===== config.mk =====
export PLATFORM = sky130hd
export DESIGN_NAME = hazard_control_unit_flat
export DESIGN_NICKNAME = d
export VERILOG_FILES = /design/src/rtl/hazard_pkg.sv /design/src/rtl/hazard_control_unit_if.sv /design/src/rtl/md_busy_tracker.sv /design/src/rtl/hazard_control_unit.sv /design/src/flat_wrapper.sv
export SDC_FILE = /design/constraint.sdc
export NUM_CORES = 1
export LEC_CHECK = 0
export CAP_MARGIN = 20
export CORE_MARGIN = 4
export CORE_UTILIZATION = 44
export CTS_CLUSTER_SIZE = 14
export DETAILED_ROUTE_END_ITERATION = 6
export PLACE_DENSITY = 0.86
export SYNTH_ARGS = -nofsm -noshare
export SYNTH_HDL_FRONTEND = slang
export SYNTH_SLANG_ARGS = --single-unit

===== constraint.sdc =====
create_clock -name clock -period 4.2 [get_ports clock]
set_clock_uncertainty 0.1 [all_clocks]
set_input_delay 1.26 -clock clock [delete_from_list [all_inputs] [get_ports clock]]
set_output_delay 1.26 -clock clock [all_outputs]
set_load 0.02 [all_outputs]

===== src/rtl/hazard_pkg.sv =====
// Shared constants for the pipeline hazard controller: forward selects and mult/div tracker states.
// Latency: n/a (declarations only).
// Backpressure: n/a.
package hazard_pkg;

  // Execute-stage operand source selects
  localparam logic [1:0] FWD_RF  = 2'b00;  // register file value
  localparam logic [1:0] FWD_WB  = 2'b01;  // ResultW
  localparam logic [1:0] FWD_MEM = 2'b10;  // ALUOutM

  // Multi-cycle mult/div unit occupancy
  typedef enum logic {
    MD_IDLE = 1'b0,
    MD_BUSY = 1'b1
  } mdState_t;

endpackage


===== src/rtl/hazard_control_unit_if.sv =====
// Bundles the pipeline-stage signals observed and driven by the hazard controller.
// Latency: n/a (wires only).
// Backpressure: stalls travel back to fetch/decode through StallF/StallD.
interface hazard_control_unit_if #(
  parameter int REG_ID_W = 5
);
  // Decode stage
  logic [REG_ID_W-1:0] RsD;
  logic [REG_ID_W-1:0] RtD;
  logic                BranchD;
  logic                MdReadD;
  // Execute stage
  logic [REG_ID_W-1:0] RsE;
  logic [REG_ID_W-1:0] RtE;
  logic [REG_ID_W-1:0] WriteRegE;
  logic                RegWriteE;
  logic                MemtoRegE;
  logic                MdStartE;
  logic                MdIsDivE;
  // Memory / writeback stages
  logic [REG_ID_W-1:0] WriteRegM;
  logic [REG_ID_W-1:0] WriteRegW;
  logic                RegWriteM;
  logic                RegWriteW;
  logic                MemtoRegM;
  // Controller outputs
  logic                StallF;
  logic                StallD;
  logic                FlushE;
  logic                ForwardAD;
  logic                ForwardBD;
  logic [1:0]          ForwardAE;
  logic [1:0]          ForwardBE;
  logic                MdBusy;

  // Pipeline side: drives stage state, consumes stall/forward controls
  modport master (
    output RsD, RtD, BranchD, MdReadD,
    output RsE, RtE, WriteRegE, RegWriteE, MemtoRegE, MdStartE, MdIsDivE,
    output WriteRegM, WriteRegW, RegWriteM, RegWriteW, MemtoRegM,
    input  StallF, StallD, FlushE, ForwardAD, ForwardBD, ForwardAE, ForwardBE, MdBusy
  );

  // Controller side
  modport slave (
    input  RsD, RtD, BranchD, MdReadD,
    input  RsE, RtE, WriteRegE, RegWriteE, MemtoRegE, MdStartE, MdIsDivE,
    input  WriteRegM, WriteRegW, RegWriteM, RegWriteW, MemtoRegM,
    output StallF, StallD, FlushE, ForwardAD, ForwardBD, ForwardAE, ForwardBE, MdBusy
  );

endinterface


===== src/rtl/md_busy_tracker.sv =====
// Tracks occupancy of the multi-cycle MULT/DIV unit with a loadable down-counter.
// Latency: MdBusy rises the clock after MdStartE, stays high for MUL_CYCLES or DIV_CYCLES clocks.
// Backpressure: none here; starts arriving while busy (except on the final cycle) are ignored.
module md_busy_tracker #(
  parameter int MUL_CYCLES = 4,
  parameter int DIV_CYCLES = 32,
  parameter int CNT_W      = 6
) (
  input  logic clock,
  input  logic reset,
  input  logic MdStartE,
  input  logic MdIsDivE,
  output logic MdBusy
);
  import hazard_pkg::*;

  // Counter holds the number of busy cycles still to come after the current one
  localparam logic [CNT_W-1:0] MUL_LOAD = CNT_W'(MUL_CYCLES - 1);
  localparam logic [CNT_W-1:0] DIV_LOAD = CNT_W'(DIV_CYCLES - 1);

  mdState_t         state, stateNxt;
  logic [CNT_W-1:0] cnt, cntNxt;

  // State and counter registers; reset aborts any operation in flight
  always_ff @(posedge clock or posedge reset) begin
    if (reset) begin
      state <= MD_IDLE;
      cnt   <= '0;
    end else begin
      state <= stateNxt;
      cnt   <= cntNxt;
    end
  end

  // Next-state: load on start, count down while busy, allow back-to-back on the last cycle
  always_comb begin
    stateNxt = state;
    cntNxt   = cnt;
    case (state)
      MD_IDLE: begin
        if (MdStartE) begin
          stateNxt = MD_BUSY;
          cntNxt   = MdIsDivE ? DIV_LOAD : MUL_LOAD;
        end
      end
      MD_BUSY: begin
        if (cnt != '0) begin
          cntNxt = cnt - CNT_W'(1);
        end else if (MdStartE) begin
          cntNxt = MdIsDivE ? DIV_LOAD : MUL_LOAD;
        end else begin
          stateNxt = MD_IDLE;
        end
      end
      default: begin
        stateNxt = MD_IDLE;
        cntNxt   = '0;
      end
    endcase
  end

  assign MdBusy = (state == MD_BUSY);

endmodule


===== src/rtl/hazard_control_unit.sv =====
// Forwarding selects and stall/flush generation for the 5-stage MIPS pipeline.
// Latency: all controls are combinational from the current stage state (zero cycles).
// Backpressure: a single stall holds PC and F/D and bubbles E until every cause clears.
module hazard_control_unit #(
  parameter int REG_ID_W   = 5,
  parameter int MUL_CYCLES = 4,
  parameter int DIV_CYCLES = 32,
  parameter int CNT_W      = 6,
  parameter int FORWARD_EN = 1
) (
  input logic             clock,
  input logic             reset,
  hazard_control_unit_if.slave hz
);
  import hazard_pkg::*;

  // Register $0 is hard-wired zero and never creates a dependency
  function automatic logic regHit(input logic [REG_ID_W-1:0] a, input logic [REG_ID_W-1:0] b);
    return (a != '0) && (a == b);
  endfunction

  logic       mdBusy;
  logic       lwStall, branchStall, mdStall, rawStall, stall;
  logic [1:0] fwdAE, fwdBE;
  logic       fwdAD, fwdBD;

  md_busy_tracker #(
    .MUL_CYCLES (MUL_CYCLES),
    .DIV_CYCLES (DIV_CYCLES),
    .CNT_W      (CNT_W)
  ) uTracker (
    .clock    (clock),
    .reset    (reset),
    .MdStartE (hz.MdStartE),
    .MdIsDivE (hz.MdIsDivE),
    .MdBusy   (mdBusy)
  );

  // Forward selects: the younger M-stage result takes priority over W
  always_comb begin
    fwdAE = FWD_RF;
    fwdBE = FWD_RF;
    fwdAD = 1'b0;
    fwdBD = 1'b0;
    if (FORWARD_EN != 0 && !reset) begin
      if (hz.RegWriteM && regHit(hz.WriteRegM, hz.RsE))      fwdAE = FWD_MEM;
      else if (hz.RegWriteW && regHit(hz.WriteRegW, hz.RsE)) fwdAE = FWD_WB;
      if (hz.RegWriteM && regHit(hz.WriteRegM, hz.RtE))      fwdBE = FWD_MEM;
      else if (hz.RegWriteW && regHit(hz.WriteRegW, hz.RtE)) fwdBE = FWD_WB;
      fwdAD = hz.RegWriteM && regHit(hz.WriteRegM, hz.RsD);
      fwdBD = hz.RegWriteM && regHit(hz.WriteRegM, hz.RtD);
    end
  end

  // Stall causes are OR-ed so overlapping causes give one continuous stall, never a double bubble
  always_comb begin
    lwStall     = hz.MemtoRegE && (regHit(hz.RtE, hz.RsD) || regHit(hz.RtE, hz.RtD));
    branchStall = hz.BranchD &&
                  ((hz.RegWriteE && (regHit(hz.WriteRegE, hz.RsD) || regHit(hz.WriteRegE, hz.RtD))) ||
                   (hz.MemtoRegM && (regHit(hz.WriteRegM, hz.RsD) || regHit(hz.WriteRegM, hz.RtD))));
    // MFHI/MFLO and a following mult/div both arrive on MdReadD
    mdStall     = mdBusy && hz.MdReadD;
    // Without forwarding any in-flight write to a decode source must drain first
    rawStall    = (hz.RegWriteE && (regHit(hz.WriteRegE, hz.RsD) || regHit(hz.WriteRegE, hz.RtD))) ||
                  (hz.RegWriteM && (regHit(hz.WriteRegM, hz.RsD) || regHit(hz.WriteRegM, hz.RtD))) ||
                  (hz.RegWriteW && (regHit(hz.WriteRegW, hz.RsD) || regHit(hz.WriteRegW, hz.RtD)));
    stall       = lwStall || branchStall || mdStall || ((FORWARD_EN == 0) && rawStall);
    if (reset) stall = 1'b0;
  end

  assign hz.StallF    = stall;
  assign hz.StallD    = stall;
  assign hz.FlushE    = stall;
  assign hz.ForwardAE = fwdAE;
  assign hz.ForwardBE = fwdBE;
  assign hz.ForwardAD = fwdAD;
  assign hz.ForwardBD = fwdBD;
  assign hz.MdBusy    = mdBusy;

endmodule


===== src/flat_wrapper.sv =====
// flat-port wrapper written by rule: the top's interface ports become plain ports
module hazard_control_unit_flat import hazard_pkg::*;
#(
  parameter int REG_ID_W   = 5,
  parameter int MUL_CYCLES = 4,
  parameter int DIV_CYCLES = 32,
  parameter int CNT_W      = 6,
  parameter int FORWARD_EN = 1
)
  (clock, reset, hz_RsD, hz_RtD, hz_BranchD, hz_MdReadD, hz_RsE, hz_RtE, hz_WriteRegE, hz_RegWriteE, hz_MemtoRegE, hz_MdStartE, hz_MdIsDivE, hz_WriteRegM, hz_WriteRegW, hz_RegWriteM, hz_RegWriteW, hz_MemtoRegM, hz_StallF, hz_StallD, hz_FlushE, hz_ForwardAD, hz_ForwardBD, hz_ForwardAE, hz_ForwardBE, hz_MdBusy);
  hazard_control_unit_if #(.REG_ID_W(REG_ID_W)) hz_i ();
  input logic clock;
  input logic reset;
  input wire logic [$bits(hz_i.RsD)-1:0] hz_RsD;
  input wire logic [$bits(hz_i.RtD)-1:0] hz_RtD;
  input wire logic [$bits(hz_i.BranchD)-1:0] hz_BranchD;
  input wire logic [$bits(hz_i.MdReadD)-1:0] hz_MdReadD;
  input wire logic [$bits(hz_i.RsE)-1:0] hz_RsE;
  input wire logic [$bits(hz_i.RtE)-1:0] hz_RtE;
  input wire logic [$bits(hz_i.WriteRegE)-1:0] hz_WriteRegE;
  input wire logic [$bits(hz_i.RegWriteE)-1:0] hz_RegWriteE;
  input wire logic [$bits(hz_i.MemtoRegE)-1:0] hz_MemtoRegE;
  input wire logic [$bits(hz_i.MdStartE)-1:0] hz_MdStartE;
  input wire logic [$bits(hz_i.MdIsDivE)-1:0] hz_MdIsDivE;
  input wire logic [$bits(hz_i.WriteRegM)-1:0] hz_WriteRegM;
  input wire logic [$bits(hz_i.WriteRegW)-1:0] hz_WriteRegW;
  input wire logic [$bits(hz_i.RegWriteM)-1:0] hz_RegWriteM;
  input wire logic [$bits(hz_i.RegWriteW)-1:0] hz_RegWriteW;
  input wire logic [$bits(hz_i.MemtoRegM)-1:0] hz_MemtoRegM;
  output wire logic [$bits(hz_i.StallF)-1:0] hz_StallF;
  output wire logic [$bits(hz_i.StallD)-1:0] hz_StallD;
  output wire logic [$bits(hz_i.FlushE)-1:0] hz_FlushE;
  output wire logic [$bits(hz_i.ForwardAD)-1:0] hz_ForwardAD;
  output wire logic [$bits(hz_i.ForwardBD)-1:0] hz_ForwardBD;
  output wire logic [$bits(hz_i.ForwardAE)-1:0] hz_ForwardAE;
  output wire logic [$bits(hz_i.ForwardBE)-1:0] hz_ForwardBE;
  output wire logic [$bits(hz_i.MdBusy)-1:0] hz_MdBusy;
  assign hz_i.RsD = hz_RsD;
  assign hz_i.RtD = hz_RtD;
  assign hz_i.BranchD = hz_BranchD;
  assign hz_i.MdReadD = hz_MdReadD;
  assign hz_i.RsE = hz_RsE;
  assign hz_i.RtE = hz_RtE;
  assign hz_i.WriteRegE = hz_WriteRegE;
  assign hz_i.RegWriteE = hz_RegWriteE;
  assign hz_i.MemtoRegE = hz_MemtoRegE;
  assign hz_i.MdStartE = hz_MdStartE;
  assign hz_i.MdIsDivE = hz_MdIsDivE;
  assign hz_i.WriteRegM = hz_WriteRegM;
  assign hz_i.WriteRegW = hz_WriteRegW;
  assign hz_i.RegWriteM = hz_RegWriteM;
  assign hz_i.RegWriteW = hz_RegWriteW;
  assign hz_i.MemtoRegM = hz_MemtoRegM;
  assign hz_StallF = hz_i.StallF;
  assign hz_StallD = hz_i.StallD;
  assign hz_FlushE = hz_i.FlushE;
  assign hz_ForwardAD = hz_i.ForwardAD;
  assign hz_ForwardBD = hz_i.ForwardBD;
  assign hz_ForwardAE = hz_i.ForwardAE;
  assign hz_ForwardBE = hz_i.ForwardBE;
  assign hz_MdBusy = hz_i.MdBusy;
  hazard_control_unit #(.REG_ID_W(REG_ID_W), .MUL_CYCLES(MUL_CYCLES), .DIV_CYCLES(DIV_CYCLES), .CNT_W(CNT_W), .FORWARD_EN(FORWARD_EN)) u_core (.clock(clock), .reset(reset), .hz(hz_i));
endmodule

=== Yosys cells after proc, flatten, opt, wreduce, memory -nomap -nowiden ===
Cells that the tools add are included.

* $add $sub $neg: 1
* Equal/unequal tests: 10
* Multiplexer cells: 16
* Bitwise logic cells: 1
* Reduce and logical (&&, ||, !) cells: 32

{| class="wikitable"
|+ Operator list
! kind !! count
|-
| $eq 5x5->1 || 10
|-
| $logic_and 1x1->1 || 21
|-
| $reduce_bool 5->1 || 4
|-
| $mux 6 || 2
|-
| $pmux 6 s2 || 1
|-
| $mux 2 || 4
|-
| $mux 1 || 7
|-
| $logic_or 1x1->1 || 6
|-
| $reduce_bool 6->1 || 1
|-
| $sub 6x1->6 const B || 1
|-
| $mux 5 || 1
|-
| $pmux 1 s2 || 1
|-
| $not 1->1 || 1
|}

* Bits in registers: 7
* Input bits: 46
* Output and inout bits: 10
* Logic and storage cells: 62

=== Depth between registers and ports, before layout ===
Gate-level depths: netlist of run 1.

* Depth in word-level cells: 9
* Gate-level depth with buffers: 7
* Mapped depth without buffers: 6

=== Modules after synthesis ===
Synthesis of run 1 repeated with hierarchy kept, for this count alone.

* Cell total of the unflattened synthesis: 144
* Area total of the unflattened synthesis: 1222.4 um2

{| class="wikitable"
|+ By module, submodules not included
! module !! times used !! cells an instance !! area an instance (um2) !! sequential area each (um2)
|-
| hazard_control_unit || 1 || 104 || 790.8 || 0.0
|-
| md_busy_tracker || 1 || 40 || 431.7 || 175.2
|}

=== Worst setup path after synthesis of run 1 ===
No wires, ideal clock.

* Path type: input -> output
* Start point: in hz_RtE[0]
* End point: out hz_StallD
* Arrival: 2.665 ns
* Required time: 2.840 ns
* Path slack: 0.175 ns
* Stages: 7
* Buffers on the path: 2
* Cells stage by stage: clkbuf_1 > xnor2_1 > nand3_1 > nor3_1 > a31oi_1 > o221ai_1 > buf_4

* Cells in the longest elaborated chain, start to end: 7
* Elaborated cells on any way between the ends: 10
* Those cells by class: 2 x eq/ne; 1 x mux; 7 x reduce/logical

{| class="wikitable"
|+ RTL lines
! what !! line !! text
|-
| start: declaration || flat_wrapper.sv:19 || <nowiki>input wire logic [$bits(hz_i.RtE)-1:0] hz_RtE;</nowiki>
|-
| $eq 5x5->1 / $reduce_bool 5->1 (equally long branches) || hazard_control_unit.sv:19 || <nowiki>return (a != '0) && (a == b);</nowiki>
|-
| $logic_and 1x1->1 || hazard_control_unit.sv:19 ||
|-
| $logic_or 1x1->1 * || hazard_control_unit.sv:57 || <nowiki>lwStall = hz.MemtoRegE && (regHit(hz.RtE, hz.RsD) || regHit(hz.RtE, hz.RtD));</nowiki>
|-
| $logic_and 1x1->1 * || hazard_control_unit.sv:57 ||
|-
| $logic_or 1x1->1 * (2 in series) || hazard_control_unit.sv:67 || <nowiki>stall = lwStall || branchStall || mdStall || ((FORWARD_EN == 0) && rawStall);</nowiki>
|-
| $mux 1 * || hazard_control_unit.sv:68 || <nowiki>if (reset) stall = 1'b0;</nowiki>
|-
| end: declaration || flat_wrapper.sv:31 || <nowiki>output wire logic [$bits(hz_i.StallD)-1:0] hz_StallD;</nowiki>
|}

Mark *: on every way between the ends. The rest lies on a longest branch, timed or not.

=== Final worst setup path of run 1 ===
* Start point: in hz_RtD[3]
* End point: out hz_ForwardBD

* Cells in the longest elaborated chain, start to end: 4

{| class="wikitable"
|+ RTL lines
! what !! line !! text
|-
| start: declaration || flat_wrapper.sv:15 || <nowiki>input wire logic [$bits(hz_i.RtD)-1:0] hz_RtD;</nowiki>
|-
| $eq 5x5->1 || hazard_control_unit.sv:19 ||
|-
| $logic_and 1x1->1 || hazard_control_unit.sv:19 ||
|-
| $logic_and 1x1->1 || hazard_control_unit.sv:51 || <nowiki>fwdBD = hz.RegWriteM && regHit(hz.WriteRegM, hz.RtD);</nowiki>
|-
| $mux 1 || hazard_control_unit.sv:45 || <nowiki>if (FORWARD_EN != 0 && !reset) begin</nowiki>
|-
| end: declaration || flat_wrapper.sv:34 || <nowiki>output wire logic [$bits(hz_i.ForwardBD)-1:0] hz_ForwardBD;</nowiki>
|}

No other way between the ends.

==> run_results.csv, run 1 <==
group,metric,value,unit
routing,postRouteAntennaNets,0,
clock_network,cts_tree,"built",
routing,wl_per_cell,17.29,µm
die,die_area,3452,µm²
timing,setup_viol,0,
pwr,power-per-cell-area,233.8,nW/µm²
pwr,peakVddDrop,245.9,µV
pwr,combPwrFrac,0.588,
pwr,cellInternalPower,0.2763,mW
global_routing,track_usage,0.2682,
clock_network,hold_buffers,0,
routing,drc,0,
global_routing,grt_first_pass_wirelength,7.196,mm
timing,clock.fmax,240.1,MHz
routing,routed_wl,4.547,mm
finish,drive_gt1_frac,0.3004,
routing,vias_per_cell,5.544,
setup_path,start_kind,"primary input",
setup_path,crit_type,"primary input to output port",
pwr,swShare,0.4192,
global_routing,overflow,0,
routing,dr.pass1.iters,4,
pwr,power_frac_seq,0.278,
clock_network,h-tree-depth,1,
global_routing,grt_max_degree,11,
placed_design,routabilityCongestion,0.9270,
routing,via_count,1458,
timing,maxSlewHeadroom,0.7109,
timing,slew_viol_final,0,
synthesis,post_synth_and_or_nand_nor_area_fraction,0.2285,
setup_path,end_kind,"output port",
pwr,switchingPower,0.1994,mW
timing,worstMarginPinSlew,430.3,ps
finish,final_net_count,282,
clock_network,cts_sinks,7,
clock_network,numCtsBuffers,3,
clock_network,clk_pin_slew,50,ps
hold_path,whs_path_depth,1,
global_routing,antenna_found_initial,0,
die,die_x,58.76,µm
die,core,2477,µm²
setup_path,cpMaxStageDelayCell,"clkdlybuf4s50_1",
setup_path,critPathArrivalTime,2800,ps
die,fp.dieH,58.76,µm
hold_path,hp-class,"register to register",
setup_path,worst-r2r-cell-count,6,
synthesis,yosys.area.top_type,"xnor2_1",
synthesis,synth_top_area_share,0.2009,
placed_design,io_buffers,55,
pwr,leakage,0.8994,nW
synthesis,synthMuxAreaShare,0,
setup_path,crit_chain,"clkdlybuf4s50_1 > xor2_1 > nor3_2 > nand3_1 > buf_4 > nor3_1 > clkdlybuf4s15_2",
setup_path,crit_fanout,2,
setup_path,critPathLaunch,"hz_RtD[3]",
timing,hold_violations,0,
synthesis,ys_warn_count,0,
finish,final_design_area_no_fill,2034,µm²
routing,drtIter0Drc,62,
synthesis,synthAdderAreaFrac,0.02208,
setup_path,slowest_delay,450,ps
synthesis,syn_area,1134,µm²
timing,finalCritPeriodShare,0.9915,
outcome,outcome,"completed",
finish,fill_cells,149,
pwr,report.power.total,0.4757,mW
finish,layout_common_cells,"47 x buf_4, 26 x clkdlybuf4s50_1, 25 x xnor2_1, 24 x xor2_1, 16 x dlygate4sd2_1",
synthesis,synth_top_family_by_area,"XOR/XNOR gates",
synthesis,synth_compound_area_frac,0.1369,
setup_path,critical_path_required,2840,ps
synthesis,synthCells,144,
clock_network,cts_setup_buffers,0,
setup_path,r2r_start,"u_core.uTracker.cnt[0]",
global_routing,grt_pass1_vias,1643,
finish,area_growth,79.47,%
clock_network,clockRootBuffer,"clkbuf_4",
synthesis,ys_seq_area_frac,0.1545,
synthesis,synth_area_per_cell,7.872,µm²
synthesis,syn-num-nets,192,
synthesis,synthTopCellsByArea,"xnor2_1 20%, xor2_1 19%, dfrtp_1 15%, nor3_1 6.6%, nand3_1 3.5%",
placed_design,dpl-instance-area,1978,µm²
die,rows,18,
finish,layout_commonest_cell,"buf_4",
die,ios,56,
placed_design,hpwl,3.760,mm
hold_path,worstHoldStart,"u_core.uTracker.cnt[0]",
run,maxCapViolCount,0,
timing,fin_crit,4164,ps
pwr,clkPwrFrac,0.134,
die,start_util,0.4576,
synthesis,synth.distinct_cells,35,
clock_network,clock_latency,260,ps
synthesis,synth_xor_area_frac,0.3863,
finish,antenna-diode-count,0,
clock_network,clock_path_buffers,2,
synthesis,ys_ff_latch,7,
metrics by stage:
| step | hold WS [ps] | cells | utilization | TNS (ps) | worst slack [ps] |
|---|---|---|---|---|---|
| 2_1_floorplan | 362.0 | 144 | - | 0 | 175.1 |
| 3_3_place_gp | 381.8 | 259 | 0.7985 | -3913 | -544.5 |
| 3_5_place_dp | 391.4 | 259 | 0.7985 | -4717 | -653.1 |
| 4_1_cts | 398.8 | 263 | 0.8076 | 0 | 8.155 |
| 5_1_grt | 439.3 | 263 | 0.8212 | -36.62 | -13.77 |
| 6_report | 403.6 | 263 | 0.8212 | 0 | 35.66 |
critical path, delay by kind of cell:
family | cells | cell delay (ps)
xor+xnor | 1 | 170
buf+inv | 3 | 910
simple gates | 3 | 460
sequential cells by signal, summed over array words and instances (netlist names):
register / count
u_core.uTracker.MdBusy: 1
u_core.uTracker.cnt: 6
synth_stat cells, drive strengths merged:
cell and n:
o221ai 1, clkbuf 8, a41o 1, xor2 24
nand2 9, a311oi 2, nor2 6, o211ai 2
xnor2 26, a21oi 5, nor3 15, o2bb2ai 1
or4 4, or2b 1, nor3b 1, a32oi 1
a311o 1, o2111ai 1, nor4 3, nand2b 1
ha 2, o21ai 1, inv 4, buf 5
or2 1, nand3 8, dfrtp 7, a31oi 3
timing repair:
action / CTS / global route
setup endpoints to repair: 9 / 7
resized for setup: 65 / 11
endpoints found under the hold margin: 0 / 0
pin swaps: 10 / 9
routing by layer:
metal | global-route usage | part of all wire | vias to the layer above
met1 | 0.2790 | 0.38 | 707
met2 | 0.5331 | 0.54 | 63
met5 | 0 | 0 | -
li1 | - | - | 678
met4 | 0.1036 | 0.025 | 0
met3 | 0.03070 | 0.055 | 10
kinds of logic (layout without fill, tap and decap cells):
logic type                 Yosys count  count (layout)
xor gates and xnor gates            50              50
adders and majority gates            2               2
buffers and inverters               17             106
and+or+nand+nor                     49              49
AOI/OAI and AO/OA                   19              19
DFF                                  7               7
power groups by stage:
| stage | Combinational [mW] | Sequential [mW] | Clock, mW |
|---|---|---|---|
| finish | 0.280 | 0.132 | 0.0637 |
| global route | 0.303 | 0.136 | 0.0692 |
| CTS | 0.275 | 0.131 | 0.0658 |
| detailed placement | 0.276 | 0.132 | 0 |
| global placement | 0.259 | 0.128 | 0 |
| floorplan | 0.157 | 0.124 | 0 |
area by class of cell:
type	count	area (µm²)	area share
Tap cell	30	37.54	0.01845
Clock buffer	4	26.28	0.01292
Multi-Input combinational cell	120	927.1	0.4557
Inverter	4	15.01	0.007380
Sequential cell	7	175.2	0.08610
Timing Repair Buffer	98	853.3	0.4194
path summary, 6_finish.rpt:
kind	to	slack (ps)
worst max register to register	u_core.uTracker.cnt[2]	2430
max in group asynchronous	u_core.uTracker.cnt[1]	2530
worst min-delay path	u_core.uTracker.cnt[0]	400
worst max-delay path	hz_ForwardBD	40
min in group asynchronous	u_core.uTracker.cnt[4]	1320
worst min register to register	u_core.uTracker.cnt[0]	400
No activity file was read; power rests on OpenSTA's default activity.
==> inputs of run 2 (changes only) <==
==> constraint.sdc (replaced) <==
create_clock -name clock -period 5.2 [get_ports clock]
set_clock_uncertainty 0.1 [all_clocks]
set_input_delay 1.56 -clock clock [delete_from_list [all_inputs] [get_ports clock]]
set_output_delay 1.56 -clock clock [all_outputs]
set_load 0.02 [all_outputs]
==> run 2 against run 1 <==
Net effect:
- cell area is 5.0% lower
- wire length shrank 9.2%
- highest routed layer unchanged
- first-iteration DRC count decreased by 29%
- clock power down 21%
- cell count decreased by 3.8%
- largest power group unchanged
- non-clock buffer count is 10 lower
- critical endpoint is now hz_StallD
==> run_results.csv, run 2 (synthesis results as in run 1) <==
group,metric,value,unit
outcome,outcome,"completed",
global_routing,track_usage,0.2484,
global_routing,grt_first_pass_wirelength,6.541,mm
timing,fin_crit,5105,ps
global_routing,met3_usage,0.03509,
global_routing,use_met2,0.4763,
timing,clock.fmax,195.9,MHz
timing,slew_viol_final,0,
global_routing,antenna_found_initial,0,
die,die_area,3452,µm²
timing,hold_violations,0,
routing,drtIter0Drc,44,
setup_path,critPathArrivalTime,3450,ps
timing,worstMarginPinSlew,409.4,ps
finish,fin_util,0.7803,
die,core,2477,µm²
clock_network,hold_buffers,0,
clock_network,h-tree-depth,1,
pwr,clkPwrFrac,0.135,
setup_path,crit_type,"primary input to output port",
routing,postRouteAntennaNets,0,
timing,setup_viol,0,
pwr,combPwrFrac,0.584,
finish,drive_gt1_frac,0.1883,
timing,whs,396.9,ps
setup_path,slowest_delay,490,ps
setup_path,crit_chain,"clkdlybuf4s50_1 > xor2_1 > nor3_1 > nand3_1 > a311o_1 > o221ai_1 > dlygate4sd2_1",
placed_design,routabilityCongestion,0.9108,
pwr,leakage,0.8627,nW
pwr,peakVddDrop,276.8,µV
setup_path,reg2reg_slack,3410,ps
pwr,swShare,0.4083,
setup_path,crit_fanout,3,
pwr,cellInternalPower,0.2213,mW
routing,vias_per_cell,5.356,
pwr,power_frac_seq,0.282,
global_routing,gr-max-usage-layer,"met2",
die,die_x,58.76,µm
routing,via_count,1355,
setup_path,cpMaxStageDelayCell,"clkdlybuf4s50_1",
routing,drc,0,
routing,routed_wl,4.127,mm
global_routing,grt_max_degree,11,
die,start_util,0.4576,
timing,maxSlewHeadroom,0.7250,
pwr,switchingPower,0.1527,mW
clock_network,clock_path_buffers,2,
placed_design,io_buffers,55,
global_routing,overflow,0,
timing,finalCritPeriodShare,0.9818,
clock_network,clock_latency,260,ps
finish,antenna-diode-count,0,
clock_network,clockRootBuffer,"clkbuf_4",
routing,wl_per_cell,16.31,µm
global_routing,use_met1,0.2634,
clock_network,clk_pin_slew,50,ps
setup_path,start_kind,"primary input",
finish,layout_common_cells,"46 x clkdlybuf4s50_1, 33 x buf_4, 26 x xnor2_1, 24 x xor2_1, 15 x nor3_1",
run,maxCapViolCount,0,
finish,final_net_count,272,
die,rows,18,
hold_path,hp-class,"register to register",
clock_network,numCtsBuffers,3,
setup_path,end_kind,"output port",
clock_network,cts_tree,"built",
placed_design,hpwl,3.509,mm
clock_network,cts_sinks,7,
finish,area_growth,70.53,%
setup_path,critical_path_required,3540,ps
finish,largest-register,"u_core.uTracker.cnt",
finish,layout_commonest_cell,"clkdlybuf4s50_1",
die,fp.dieH,58.76,µm
routing,dr.pass1.iters,4,
timing,tns,0,ps
global_routing,grt_pass1_vias,1493,
timing,rsz0062_at_grt,"true",
die,ios,56,
pwr,power-per-cell-area,193.5,nW/µm²
finish,largest_reg_flops,6,
[run 2: cell types whose count changed in the layout (fill, tap and decap cells not counted), sizes merged]
cell and delta:
dlygate4sd2 -12, clkdlybuf4s15 -3, buf -15, clkbuf -1, dlygate4sd1 +1, clkdlybuf4s50 +20
[run 2: repair_timing]
item                       4_1_cts  5_1_grt
pin swaps                        0        0
resized for setup                5        6
setup buffers                    0        0
setup endpoints to repair        5        7
hold endpoints to repair         0        0
[run 2: path summary, 6_finish.rpt]
| path | end | start | depth (start not counted) |
|---|---|---|---|
| worst max-delay path | hz_StallD | hz_WriteRegM[3] | 7 |
| worst min-delay path | u_core.uTracker.cnt[5] | u_core.uTracker.cnt[5] | 1 |
| worst max register to register | u_core.uTracker.cnt[3] | u_core.uTracker.cnt[0] | 6 |
| worst min register to register | u_core.uTracker.cnt[5] | u_core.uTracker.cnt[5] | 1 |
| max in group asynchronous | u_core.uTracker.cnt[0] | reset | 3 |
| min in group asynchronous | u_core.uTracker.cnt[4] | reset | 3 |
[run 2: power by group through the flow]
stage	registers (mW)	clock network [mW]	logic, mW
after floorplan	0.100	0	0.127
after global placement	0.104	0	0.205
after detailed placement	0.105	0	0.219
after CTS	0.105	0.0509	0.218
after global routing	0.109	0.0544	0.238
final	0.105	0.0503	0.218
[run 2: worst max-delay path: cells and delay by family]
| family | cells | cell delay (ps) |
|---|---|---|
| buffers and inverters | 2 | 870 |
| AOI/OAI and AO/OA | 2 | 460 |
| and+or+nand+nor | 2 | 360 |
| xor gates and xnor gates | 1 | 200 |
[run 2: routing by layer]
metal,wire length (µm),part of all wire
met5,0,0
met2,2136,0.52
met3,270,0.065
met4,127,0.031
met1,1591,0.39
[run 2: cell type report]
type,count,area (µm²)
Fill cell,174,544.3
Multi-Input combinational cell,120,877.1
Sequential cell,7,175.2
Timing Repair Buffer,88,802.0
Tap cell,30,37.54
Clock buffer,4,26.28
Inverter,4,15.01
[run 2: through the flow]
stage	worst slack (ps)	cell area, µm²	power (mW)	cells
after global routing	-12.33	1933	0.4014	253
after floorplan	575.1	1134	0.2273	144
final	94.78	1933	0.3740	253
after CTS	2.846	1923	0.3739	253
after global placement	-139.6	1903	0.3082	249
after detailed placement	-193.0	1903	0.3245	249
